### src/rtl/ram_arbiter_pkg.sv
// rtl/ram_arbiter_pkg.sv - shared owner codes, widths and read-tag type for the RAM arbiter
package ram_arbiter_pkg;

    typedef enum logic [1:0] {
        OWN_NONE = 2'd0,
        OWN_LD   = 2'd1,
        OWN_CPU  = 2'd2,
        OWN_BLT  = 2'd3
    } owner_t;

    localparam int WAIT_W = 4;

    typedef struct packed {
        logic   valid;
        owner_t owner;
    } rd_tag_t;

endpackage

### src/rtl/ram_arbiter_if.sv
// rtl/ram_arbiter_if.sv - master request/grant buses and RAM macro pins of the RAM arbiter
interface ram_arbiter_if;

    logic        ld_req;
    logic [11:0] ld_addr;
    logic [7:0]  ld_wdata;
    logic        ld_gnt;

    logic        cpu_req;
    logic        cpu_lock;
    logic        cpu_wr;
    logic [11:0] cpu_addr;
    logic [7:0]  cpu_wdata;
    logic        cpu_gnt;
    logic        cpu_rvalid;

    logic        blt_req;
    logic        blt_lock;
    logic [11:0] blt_addr;
    logic        blt_gnt;
    logic        blt_rvalid;

    logic [7:0]  rdata;

    logic        ram_en;
    logic        ram_wr;
    logic [11:0] ram_addr;
    logic [7:0]  ram_in;
    logic [7:0]  ram_out;

    modport slave (
        input  ld_req, ld_addr, ld_wdata,
        output ld_gnt,
        input  cpu_req, cpu_lock, cpu_wr, cpu_addr, cpu_wdata,
        output cpu_gnt, cpu_rvalid,
        input  blt_req, blt_lock, blt_addr,
        output blt_gnt, blt_rvalid,
        output rdata,
        output ram_en, ram_wr, ram_addr, ram_in,
        input  ram_out
    );

    modport master (
        output ld_req, ld_addr, ld_wdata,
        input  ld_gnt,
        output cpu_req, cpu_lock, cpu_wr, cpu_addr, cpu_wdata,
        input  cpu_gnt, cpu_rvalid,
        output blt_req, blt_lock, blt_addr,
        input  blt_gnt, blt_rvalid,
        input  rdata,
        input  ram_en, ram_wr, ram_addr, ram_in,
        output ram_out
    );

endinterface

### src/rtl/ram_arbiter_rd_tag_pipe.sv
// rtl/ram_arbiter_rd_tag_pipe.sv - carries {valid, owner} of each granted read alongside the RAM latency
module ram_arbiter_rd_tag_pipe
    import ram_arbiter_pkg::*;
#(
    parameter int RD_LAT = 1
) (
    input  logic    clk,
    input  logic    reset,
    input  rd_tag_t tag_in,
    output logic    take_data,
    output logic    cpu_rvalid,
    output logic    blt_rvalid
);

    rd_tag_t pipe [0:RD_LAT];

    // last stage lines up with ram_out, so the decode register lines up with rdata
    assign take_data = pipe[RD_LAT].valid;

    always_ff @(posedge clk) begin
        if (reset) begin
            for (int i = 0; i <= RD_LAT; i++) begin
                pipe[i] <= '0;
            end
            cpu_rvalid <= 1'b0;
            blt_rvalid <= 1'b0;
        end else begin
            pipe[0] <= tag_in;
            for (int i = 1; i <= RD_LAT; i++) begin
                pipe[i] <= pipe[i-1];
            end
            cpu_rvalid <= pipe[RD_LAT].valid && (pipe[RD_LAT].owner == OWN_CPU);
            blt_rvalid <= pipe[RD_LAT].valid && (pipe[RD_LAT].owner == OWN_BLT);
        end
    end

endmodule

### src/rtl/ram_arbiter.sv
// rtl/ram_arbiter.sv - single-port Chip-8 RAM arbiter for loader, cpu and blitter
// Fixed priority with burst locking, blitter starvation relief and tagged read returns.
module ram_arbiter
    import ram_arbiter_pkg::*;
#(
    parameter int RD_LAT   = 1,
    parameter int MAX_WAIT = 8
) (
    input logic          clk,
    input logic          reset,
    ram_arbiter_if.slave bus
);

    owner_t            owner;
    owner_t            owner_next;
    owner_t            gnt_owner;
    logic [WAIT_W-1:0] wait_cnt;
    logic              starved;
    logic              cpu_hold;
    logic              blt_hold;
    rd_tag_t           tag_in;
    logic              take_data;

    logic              ram_en;
    logic              ram_wr;
    logic [11:0]       ram_addr;
    logic [7:0]        ram_in;
    logic [7:0]        rdata;

    assign starved  = wait_cnt >= WAIT_W'(MAX_WAIT);
    // an owner keeps the slot while locked, and also for the unlocked access that ends its burst
    assign cpu_hold = (owner == OWN_CPU) && (bus.cpu_lock || bus.cpu_req);
    assign blt_hold = (owner == OWN_BLT) && (bus.blt_lock || bus.blt_req);

    always_ff @(posedge clk) begin
        if (reset) begin
            owner <= OWN_NONE;
        end else begin
            owner <= owner_next;
        end
    end

    always_comb begin
        owner_next = OWN_NONE;
        case (gnt_owner)
            OWN_LD:  owner_next = OWN_LD;
            OWN_CPU: owner_next = bus.cpu_lock ? OWN_CPU : OWN_NONE;
            OWN_BLT: owner_next = bus.blt_lock ? OWN_BLT : OWN_NONE;
            default: owner_next = (cpu_hold || blt_hold) ? owner : OWN_NONE;
        endcase
    end

    always_comb begin
        gnt_owner = OWN_NONE;
        if (reset) begin
            gnt_owner = OWN_NONE;
        end else if (bus.ld_req) begin
            gnt_owner = OWN_LD;
        end else if (cpu_hold) begin
            gnt_owner = bus.cpu_req ? OWN_CPU : OWN_NONE;
        end else if (blt_hold) begin
            gnt_owner = bus.blt_req ? OWN_BLT : OWN_NONE;
        end else if (starved && bus.blt_req) begin
            gnt_owner = OWN_BLT;
        end else if (bus.cpu_req) begin
            gnt_owner = OWN_CPU;
        end else if (bus.blt_req) begin
            gnt_owner = OWN_BLT;
        end
    end

    assign bus.ld_gnt  = (gnt_owner == OWN_LD);
    assign bus.cpu_gnt = (gnt_owner == OWN_CPU);
    assign bus.blt_gnt = (gnt_owner == OWN_BLT);

    always_comb begin
        tag_in.valid = ((gnt_owner == OWN_CPU) && !bus.cpu_wr) || (gnt_owner == OWN_BLT);
        tag_in.owner = gnt_owner;
    end

    always_ff @(posedge clk) begin
        if (reset) begin
            wait_cnt <= '0;
            ram_en   <= 1'b0;
            ram_wr   <= 1'b0;
            ram_addr <= '0;
            ram_in   <= '0;
            rdata    <= '0;
        end else begin
            if (gnt_owner == OWN_BLT) begin
                wait_cnt <= '0;
            end else if (bus.blt_req && (wait_cnt != '1)) begin
                wait_cnt <= wait_cnt + WAIT_W'(1);
            end

            ram_en <= (gnt_owner != OWN_NONE);
            case (gnt_owner)
                OWN_LD: begin
                    ram_wr   <= 1'b1;
                    ram_addr <= bus.ld_addr;
                    ram_in   <= bus.ld_wdata;
                end
                OWN_CPU: begin
                    ram_wr   <= bus.cpu_wr;
                    ram_addr <= bus.cpu_addr;
                    ram_in   <= bus.cpu_wdata;
                end
                OWN_BLT: begin
                    ram_wr   <= 1'b0;
                    ram_addr <= bus.blt_addr;
                end
                default: ram_wr <= 1'b0;
            endcase

            if (take_data) begin
                rdata <= bus.ram_out;
            end
        end
    end

    assign bus.ram_en   = ram_en;
    assign bus.ram_wr   = ram_wr;
    assign bus.ram_addr = ram_addr;
    assign bus.ram_in   = ram_in;
    assign bus.rdata    = rdata;

    ram_arbiter_rd_tag_pipe #(
        .RD_LAT (RD_LAT)
    ) u_rd_tag_pipe (
        .clk        (clk),
        .reset      (reset),
        .tag_in     (tag_in),
        .take_data  (take_data),
        .cpu_rvalid (bus.cpu_rvalid),
        .blt_rvalid (bus.blt_rvalid)
    );

endmodule

### src/flat_wrapper.sv
// flat-port wrapper written by rule: the top's interface ports become plain ports
module ram_arbiter_flat import ram_arbiter_pkg::*;
#(
    parameter int RD_LAT   = 1,
    parameter int MAX_WAIT = 8
)
  (clk, reset, bus_ld_req, bus_ld_addr, bus_ld_wdata, bus_ld_gnt, bus_cpu_req, bus_cpu_lock, bus_cpu_wr, bus_cpu_addr, bus_cpu_wdata, bus_cpu_gnt, bus_cpu_rvalid, bus_blt_req, bus_blt_lock, bus_blt_addr, bus_blt_gnt, bus_blt_rvalid, bus_rdata, bus_ram_en, bus_ram_wr, bus_ram_addr, bus_ram_in, bus_ram_out);
  ram_arbiter_if bus_i ();
  input logic clk;
  input logic reset;
  input wire logic [$bits(bus_i.ld_req)-1:0] bus_ld_req;
  input wire logic [$bits(bus_i.ld_addr)-1:0] bus_ld_addr;
  input wire logic [$bits(bus_i.ld_wdata)-1:0] bus_ld_wdata;
  output wire logic [$bits(bus_i.ld_gnt)-1:0] bus_ld_gnt;
  input wire logic [$bits(bus_i.cpu_req)-1:0] bus_cpu_req;
  input wire logic [$bits(bus_i.cpu_lock)-1:0] bus_cpu_lock;
  input wire logic [$bits(bus_i.cpu_wr)-1:0] bus_cpu_wr;
  input wire logic [$bits(bus_i.cpu_addr)-1:0] bus_cpu_addr;
  input wire logic [$bits(bus_i.cpu_wdata)-1:0] bus_cpu_wdata;
  output wire logic [$bits(bus_i.cpu_gnt)-1:0] bus_cpu_gnt;
  output wire logic [$bits(bus_i.cpu_rvalid)-1:0] bus_cpu_rvalid;
  input wire logic [$bits(bus_i.blt_req)-1:0] bus_blt_req;
  input wire logic [$bits(bus_i.blt_lock)-1:0] bus_blt_lock;
  input wire logic [$bits(bus_i.blt_addr)-1:0] bus_blt_addr;
  output wire logic [$bits(bus_i.blt_gnt)-1:0] bus_blt_gnt;
  output wire logic [$bits(bus_i.blt_rvalid)-1:0] bus_blt_rvalid;
  output wire logic [$bits(bus_i.rdata)-1:0] bus_rdata;
  output wire logic [$bits(bus_i.ram_en)-1:0] bus_ram_en;
  output wire logic [$bits(bus_i.ram_wr)-1:0] bus_ram_wr;
  output wire logic [$bits(bus_i.ram_addr)-1:0] bus_ram_addr;
  output wire logic [$bits(bus_i.ram_in)-1:0] bus_ram_in;
  input wire logic [$bits(bus_i.ram_out)-1:0] bus_ram_out;
  assign bus_i.ld_req = bus_ld_req;
  assign bus_i.ld_addr = bus_ld_addr;
  assign bus_i.ld_wdata = bus_ld_wdata;
  assign bus_ld_gnt = bus_i.ld_gnt;
  assign bus_i.cpu_req = bus_cpu_req;
  assign bus_i.cpu_lock = bus_cpu_lock;
  assign bus_i.cpu_wr = bus_cpu_wr;
  assign bus_i.cpu_addr = bus_cpu_addr;
  assign bus_i.cpu_wdata = bus_cpu_wdata;
  assign bus_cpu_gnt = bus_i.cpu_gnt;
  assign bus_cpu_rvalid = bus_i.cpu_rvalid;
  assign bus_i.blt_req = bus_blt_req;
  assign bus_i.blt_lock = bus_blt_lock;
  assign bus_i.blt_addr = bus_blt_addr;
  assign bus_blt_gnt = bus_i.blt_gnt;
  assign bus_blt_rvalid = bus_i.blt_rvalid;
  assign bus_rdata = bus_i.rdata;
  assign bus_ram_en = bus_i.ram_en;
  assign bus_ram_wr = bus_i.ram_wr;
  assign bus_ram_addr = bus_i.ram_addr;
  assign bus_ram_in = bus_i.ram_in;
  assign bus_i.ram_out = bus_ram_out;
  ram_arbiter #(.RD_LAT(RD_LAT), .MAX_WAIT(MAX_WAIT)) u_core (.clk(clk), .reset(reset), .bus(bus_i));
endmodule
### config.mk
export PLATFORM = sky130hd
export DESIGN_NAME = ram_arbiter_flat
export DESIGN_NICKNAME = d
export VERILOG_FILES = /design/src/rtl/ram_arbiter_pkg.sv /design/src/rtl/ram_arbiter_if.sv /design/src/rtl/ram_arbiter_rd_tag_pipe.sv /design/src/rtl/ram_arbiter.sv /design/src/flat_wrapper.sv
export SDC_FILE = /design/constraint.sdc
export NUM_CORES = 1
export LEC_CHECK = 0
export CAP_MARGIN = 10
export CORE_MARGIN = 2
export CORE_UTILIZATION = 44
export CTS_BUF_LIST = sky130_fd_sc_hd__clkbuf_8
export CTS_CLUSTER_DIAMETER = 40
export DETAILED_ROUTE_END_ITERATION = 12
export GPL_TIMING_DRIVEN = 0
export PLACE_DENSITY = 0.91
export SLEW_MARGIN = 25
export SYNTH_ARGS = -nofsm -noshare
export SYNTH_HDL_FRONTEND = slang
export SYNTH_HIERARCHICAL = 1
export SYNTH_SLANG_ARGS = --single-unit
### constraint.sdc
create_clock -name clk -period 8.95 [get_ports clk]
set_clock_uncertainty 0.15 [all_clocks]
set_input_delay 2.685 -clock clk [delete_from_list [all_inputs] [get_ports clk]]
set_output_delay 2.685 -clock clk [all_outputs]
set_load 0.01 [all_outputs]
==> results of run 1 <==
routing by layer:
layer  up-vias  wire length (µm)
met2        92              2710
li1        997                 -
met1       955              2380
met5         -                 0
met3         5               520
met4         0                33
power by group:
part / switching [mW] / internal [mW] / total (mW) / leakage, nW
clock network: 0.0664 / 0.0817 / 0.148 / 0.0593
registers: 0.00626 / 0.208 / 0.215 / 0.361
logic: 0.0445 / 0.0633 / 0.108 / 0.846
total: 0.117 / 0.353 / 0.470 / 1.27
worst reg2reg max path: stages (launching register included):
cell and delay, ps:
dfxtp_1 350, nand2b_1 180, o21ai_1 110, or4_1 530, ha_1 300, buf_2 220, buf_1 380, nor2_1 80
a211oi_1 220
sequential cells by signal, indices dropped and copies added, names as in the netlist:
| name | cells |
|---|---|
| u_core/bus.rdata | 8 |
| u_core/bus.ram_wr | 1 |
| u_core/owner | 2 |
| u_core/u_rd_tag_pipe/cpu_rvalid | 1 |
| u_core/wait_cnt | 4 |
| u_core/bus.ram_en | 1 |
| u_core/bus.ram_addr | 12 |
| u_core/bus.ram_in | 8 |
| u_core/u_rd_tag_pipe/pipe | 6 |
| u_core/u_rd_tag_pipe/blt_rvalid | 1 |
final timing paths:
kind	to	slack, ps	cells after the start
max	bus_cpu_gnt	1180	6
max reg2reg	u_core/bus.ram_in[0]	6360	8
min reg2reg	u_core/u_rd_tag_pipe/pipe[0][3]	300	1
min	u_core/u_rd_tag_pipe/pipe[0][3]	300	1
logic make-up after synthesis:
family / after synthesis
adder cells (fa/ha/maj): 8
flip-flops: 44
AO/OA/AOI/OAI: 49
multiplexers: 16
buffers and inverters: 34
AND/OR/NAND/NOR: 65
synth_stat cells, drive strengths merged (2+ instances only):
library cell and n:
nand2b 3, and2b 6, a211oi 8, or2 2
nor2 22, dfxtp 44, a21oi 6, nand2 13
mux2i 16, nand3 4, a21o 2, nor3 2
clkbuf 3, inv 17, nor4 3, ha 8
and4b 2, a221oi 24, buf 14, o21ai 3
through the flow:
stage | total power, mW | std cells | hold slack (ps) | area [µm²]
after CTS | 0.473 | 377 | 305 | 3210
after global placement | 0.323 | 369 | 283 | 3100
after floorplan | 0.264 | 216 | 278 | 2030
after detailed placement | 0.326 | 369 | 285 | 3100
final | 0.470 | 377 | 300 | 3210
after global routing | 0.489 | 377 | 322 | 3210
area by class of cell:
type	instances	area, µm²
inverters	17	63.8
fillers	318	1170
multi-input cells	138	992
clock buffers	5	68.8
repair buffers	101	1010
flip-flops and latches	44	881
well taps	52	65.1
plain buffers	17	88.8
clock inverters	3	38.8
==> out/metrics.yaml, run 1 <==
synth:
  synth_warnings: 6
  yosys.area_share.simple: 0.174
  syn_avg_cell_area_um2: 9.38
  synthFlopType: "dfxtp_1"
  seq_area_frac_synth: 0.435
  yosysTopAreaCell: "dfxtp_1"
  synth_top_area_share: 0.435
  syn_area_um2: 2030
  synth-compound-area-share: 0.188
  syn-instance-count: 216
  yosysUniqueCellTypes: 41
  async_flop_share: 0
  synth.area.mux_share: 0.0791
  synthAdderAreaFrac: 0.0494
  synthTopCellsByArea: "dfxtp_1, a221oi_1, mux2i_1"
  syn_nets: 292
  synth_xor_xnor_area_share: 0
  synth-edff-count: 0
  synth-seq-cells: 44
  synth_top_family_by_area: "compound AO/OA/AOI/OAI gates"
placed_design:
  dpl.hpwl_um: 4120
  place.gp.congestion: 0.786
  io_buffers: 101
  dp_slack_ps: 1170
clock_network:
  cts_buffers: 5
  post_cts_buffers: 0
  cts_tree: "yes"
  clock_sinks: 44
  cts_resized: 0
  clkLatencyLatePin_ps: 290
  clockBufferDepth: 2
  ctsHoldBuffers: 0
  htree_levels: 2
  root_buffer: "clkbuf_8"
  clk_pin_slew_worst_paths_ps: 80
worst_hold_path:
  hold_class: "reg2reg"
  hp-start: "u_core/u_rd_tag_pipe/pipe[0][0]"
sta:
  slew_violations: 0
  rsz0062_at_grt: "false"
  worst_pin_slew_ps: 595
  hold_viol: 0
  relSlewSlack: 0.600
  layout_worst_path_cycle_share: 0.868
  layout_setup_ws_ps: 1180
  period_needed_ps: 7770
  setup_violations: 0
  final.setup.tns_ps: 0
  fmax_ghz: 0.129
drt:
  ant_nets: 0
  drt-initial-drc-count: 133
  wl_um: 5650
  vias: 2049
  viasPerCell: 5.44
  drc: 0
  wire_per_inst_um: 15.0
  first_pass_iters: 4
die:
  initial_core_util: 0.462
  io_pins: 103
  core_um2: 4380
  die_y_um: 71.9
  die_area_um2: 5160
  row_count: 24
  fp.dieW_um: 71.9
global_route:
  antenna_found_initial: 0
  grt_util_met1: 0.269
  grt_pass1_wl_um: 8780
  grt_busiest_layer: "met2"
  grt_max_degree: 14
  grt_util_met2: 0.364
  grt.overflow.total: 0
  grtUsageMet3: 0.0661
  grt_pass1_vias: 1911
  grt_usage: 0.216
layout:
  syn_to_final_growth_pct: 58.4
  post-route-util: 0.732
  antenna_cells: 0
  final_common_cell: "clkdlybuf4s50_1"
  final_cell_mix: "clkdlybuf4s50_1, dfxtp_1, a221oi_1"
  layout-drive-gt1-share: 0.0831
  fin_nets: 400
setup_path:
  worstSetupPathType: "in2out"
  slowest_delay_ps: 610
  crit_start: "reset"
  r2r-start: "u_core/owner[0]"
  crit_arrival_ps: 4940
  path_common_cell: "clkdlybuf4s50_1"
  cp_slowest_cell: "clkdlybuf4s50_1"
  end_kind: "primary output"
  cp_max_fo: 10
  cp-start-kind: "input pin"
  critical_path_required_ps: 6120
  worstPathCellList: "clkdlybuf4s50_1, buf_2, clkbuf_1, a21o_1, ha_1, clkdlybuf4s50_1"
  critical_path.top_delay_family: "buffers and inverters"
  cp.buffers_inverters: 4
pwr:
  vdd_drop_max_uv: 89.8
  p_per_area_nw_per_um2: 147
  p_leak_nw: 1.27
job:
  max-cap-violations: 0
outcome:
  run_status: "finished clean"
(Power assumes the default switching activity.)
==> run 2: changes to the inputs <==
==> constraint.sdc (replaced) <==
create_clock -name clk -period 8.95 [get_ports clk]
set_clock_uncertainty 0.15 [all_clocks]
set_input_delay 1.3425 -clock clk [delete_from_list [all_inputs] [get_ports clk]]
set_output_delay 1.3425 -clock clk [all_outputs]
set_load 0.01 [all_outputs]
==> results of run 2 <==
The final DEF is identical to that of run 1. Status: finished clean.
Main changes from that run: setup slack after placement 1170 ps -> 3860 ps; setup slack after layout 1180 ps -> 3860 ps
==> run 3: changes to the inputs <==
--- a/config.mk
+++ b/config.mk
@@ -7,12 +7,12 @@
 export LEC_CHECK = 0
 export CAP_MARGIN = 10
 export CORE_MARGIN = 2
-export CORE_UTILIZATION = 44
+export CORE_UTILIZATION = 41
 export CTS_BUF_LIST = sky130_fd_sc_hd__clkbuf_8
 export CTS_CLUSTER_DIAMETER = 40
 export DETAILED_ROUTE_END_ITERATION = 12
 export GPL_TIMING_DRIVEN = 0
-export PLACE_DENSITY = 0.91
+export PLACE_DENSITY = 0.86
 export SLEW_MARGIN = 25
 export SYNTH_ARGS = -nofsm -noshare
 export SYNTH_HDL_FRONTEND = slang
==> constraint.sdc (replaced) <==
create_clock -name clk -period 5 [get_ports clk]
set_clock_uncertainty 0.15 [all_clocks]
set_input_delay 0.75 -clock clk [delete_from_list [all_inputs] [get_ports clk]]
set_output_delay 0.75 -clock clk [all_outputs]
set_load 0.01 [all_outputs]
==> run 3 against run 2 <==
  * Clock power grew 78%
  * Non-clock buffer count is the same
  * Combinational power grew 79%
  * Register-to-register slack lost 3900 ps
  * Die area grew 6.9%
  * Clock-buffer cell count is the same
  * Critical path type unchanged
  * Critical endpoint unchanged
==> out/metrics.yaml, run 3 (synthesized netlist as in run 1, its figures left out) <==
sta:
  period_needed_ps: 3900
  setup_violations: 0
  relSlewSlack: 0.603
  worst_pin_slew_ps: 590
  layout_worst_path_cycle_share: 0.780
  final.setup.tns_ps: 0
  slew_violations: 0
  layout_setup_ws_ps: 1100
  fmax_ghz: 0.256
  whs_ps: 301
  hold_viol: 0
  rsz0062_at_grt: "false"
placed_design:
  place.gp.congestion: 0.770
  dpl.hpwl_um: 4320
  post-place-cells: 384
  io_buffers: 101
  dp_slack_ps: 1080
  placed_cell_area_um2: 3120
setup_path:
  path_common_cell: "clkdlybuf4s50_1"
  critical_path_required_ps: 4100
  worstPathCellList: "clkdlybuf4s50_1, buf_2, clkbuf_1, a21o_1, ha_1, clkdlybuf4s50_1"
  cp_max_fo: 10
  slowest_delay_ps: 600
  cp_slowest_cell: "clkdlybuf4s50_1"
  crit_arrival_ps: 3000
  critical_path.top_delay_family: "buffers and inverters"
  worstSetupPathType: "in2out"
  cp-start-kind: "input pin"
  end_kind: "primary output"
  cp.buffers_inverters: 4
global_route:
  antenna_found_initial: 0
  grt_usage: 0.208
  grt_pass1_wl_um: 8850
  grt_pass1_vias: 1880
  grt.overflow.total: 0
  grt_max_degree: 14
die:
  row_count: 25
  die_area_um2: 5520
  die_y_um: 74.3
  io_pins: 103
  initial_core_util: 0.426
  core_um2: 4750
  fp.dieW_um: 74.3
clock_network:
  cts_tree: "yes"
  cts_resized: 0
  clock_sinks: 44
  clockBufferDepth: 2
  clk_pin_slew_worst_paths_ps: 70
  htree_levels: 2
  clkLatencyLatePin_ps: 300
  ctsHoldBuffers: 0
  root_buffer: "clkbuf_8"
  cts_buffers: 5
  post_cts_buffers: 0
layout:
  regMostFlops: "u_core/bus.ram_addr"
  fin_nets: 400
  post-route-util: 0.679
  largest_reg_flops: 12
  reg_top3: "u_core/bus.ram_addr: 12 flops, u_core/bus.ram_in: 8 flops, u_core/bus.rdata: 8 flops"
  syn_to_final_growth_pct: 59.4
  antenna_cells: 0
  final_common_cell: "clkdlybuf4s50_1"
  layout-drive-gt1-share: 0.0831
  final_area_um2: 3230
  instances_no_fill: 392
  final_cell_mix: "clkdlybuf4s50_1, dfxtp_1, a221oi_1"
drt:
  wl_um: 5670
  drc: 0
  ant_nets: 0
  first_pass_iters: 4
  wire_per_inst_um: 14.5
  vias: 2015
  drt-initial-drc-count: 89
  viasPerCell: 5.14
pwr:
  vdd_drop_max_uv: 164
  p_total_uw: 840
  p_leak_nw: 1.27
  p_per_area_nw_per_um2: 260
worst_hold_path:
  hold_class: "reg2reg"
outcome:
  run_status: "finished clean"
job:
  max-cap-violations: 0
-- run 3: cell counts in the layout (fill, tap and decap cells not counted) --
No cell type changed its count.
-- run 3: per-layer routing --
| layer | GRT usage | share of wire |
|---|---|---|
| met4 | 0.0536 | 0.0078 |
| met5 | 0 | 0 |
| met3 | 0.0528 | 0.10 |
| met1 | 0.271 | 0.43 |
| met2 | 0.345 | 0.46 |
-- run 3: final cells by class --
| class | count | area (µm²) |
|---|---|---|
| repair buffers | 101 | 1010 |
| plain buffers | 17 | 88.8 |
| fillers | 378 | 1530 |
| clock inverters | 3 | 38.8 |
| inverters | 17 | 63.8 |
| multi-input cells | 138 | 992 |
| flip-flops and latches | 44 | 881 |
| well taps | 67 | 83.8 |
| clock buffers | 5 | 68.8 |
-- run 3: path summary, 6_finish.rpt --
path / start / endpoint / slack [ps] / depth (start not counted)
worst max-delay path: reset / bus_cpu_gnt / 1100 / 6
worst min-delay path: u_core/u_rd_tag_pipe/pipe[0][1] / u_core/u_rd_tag_pipe/pipe[0][4] / 300 / 1
worst max register to register: u_core/owner[0] / u_core/bus.ram_in[0] / 2430 / 8
worst min register to register: u_core/u_rd_tag_pipe/pipe[0][1] / u_core/u_rd_tag_pipe/pipe[0][4] / 300 / 1
-- run 3: power breakdown --
part           switching, mW  internal [mW]  total (mW)
combinational         0.0794          0.113       0.193
sequential            0.0112          0.373       0.384
clock                  0.117          0.146       0.263
-- run 3: worst register-to-register path, stage by stage, from the launching register on --
cell and delay (ps):
dfxtp_1 360, nand2b_1 180, o21ai_1 110, or4_1 550, ha_1 300, buf_2 200, buf_1 370, nor2_1 80
a211oi_1 200
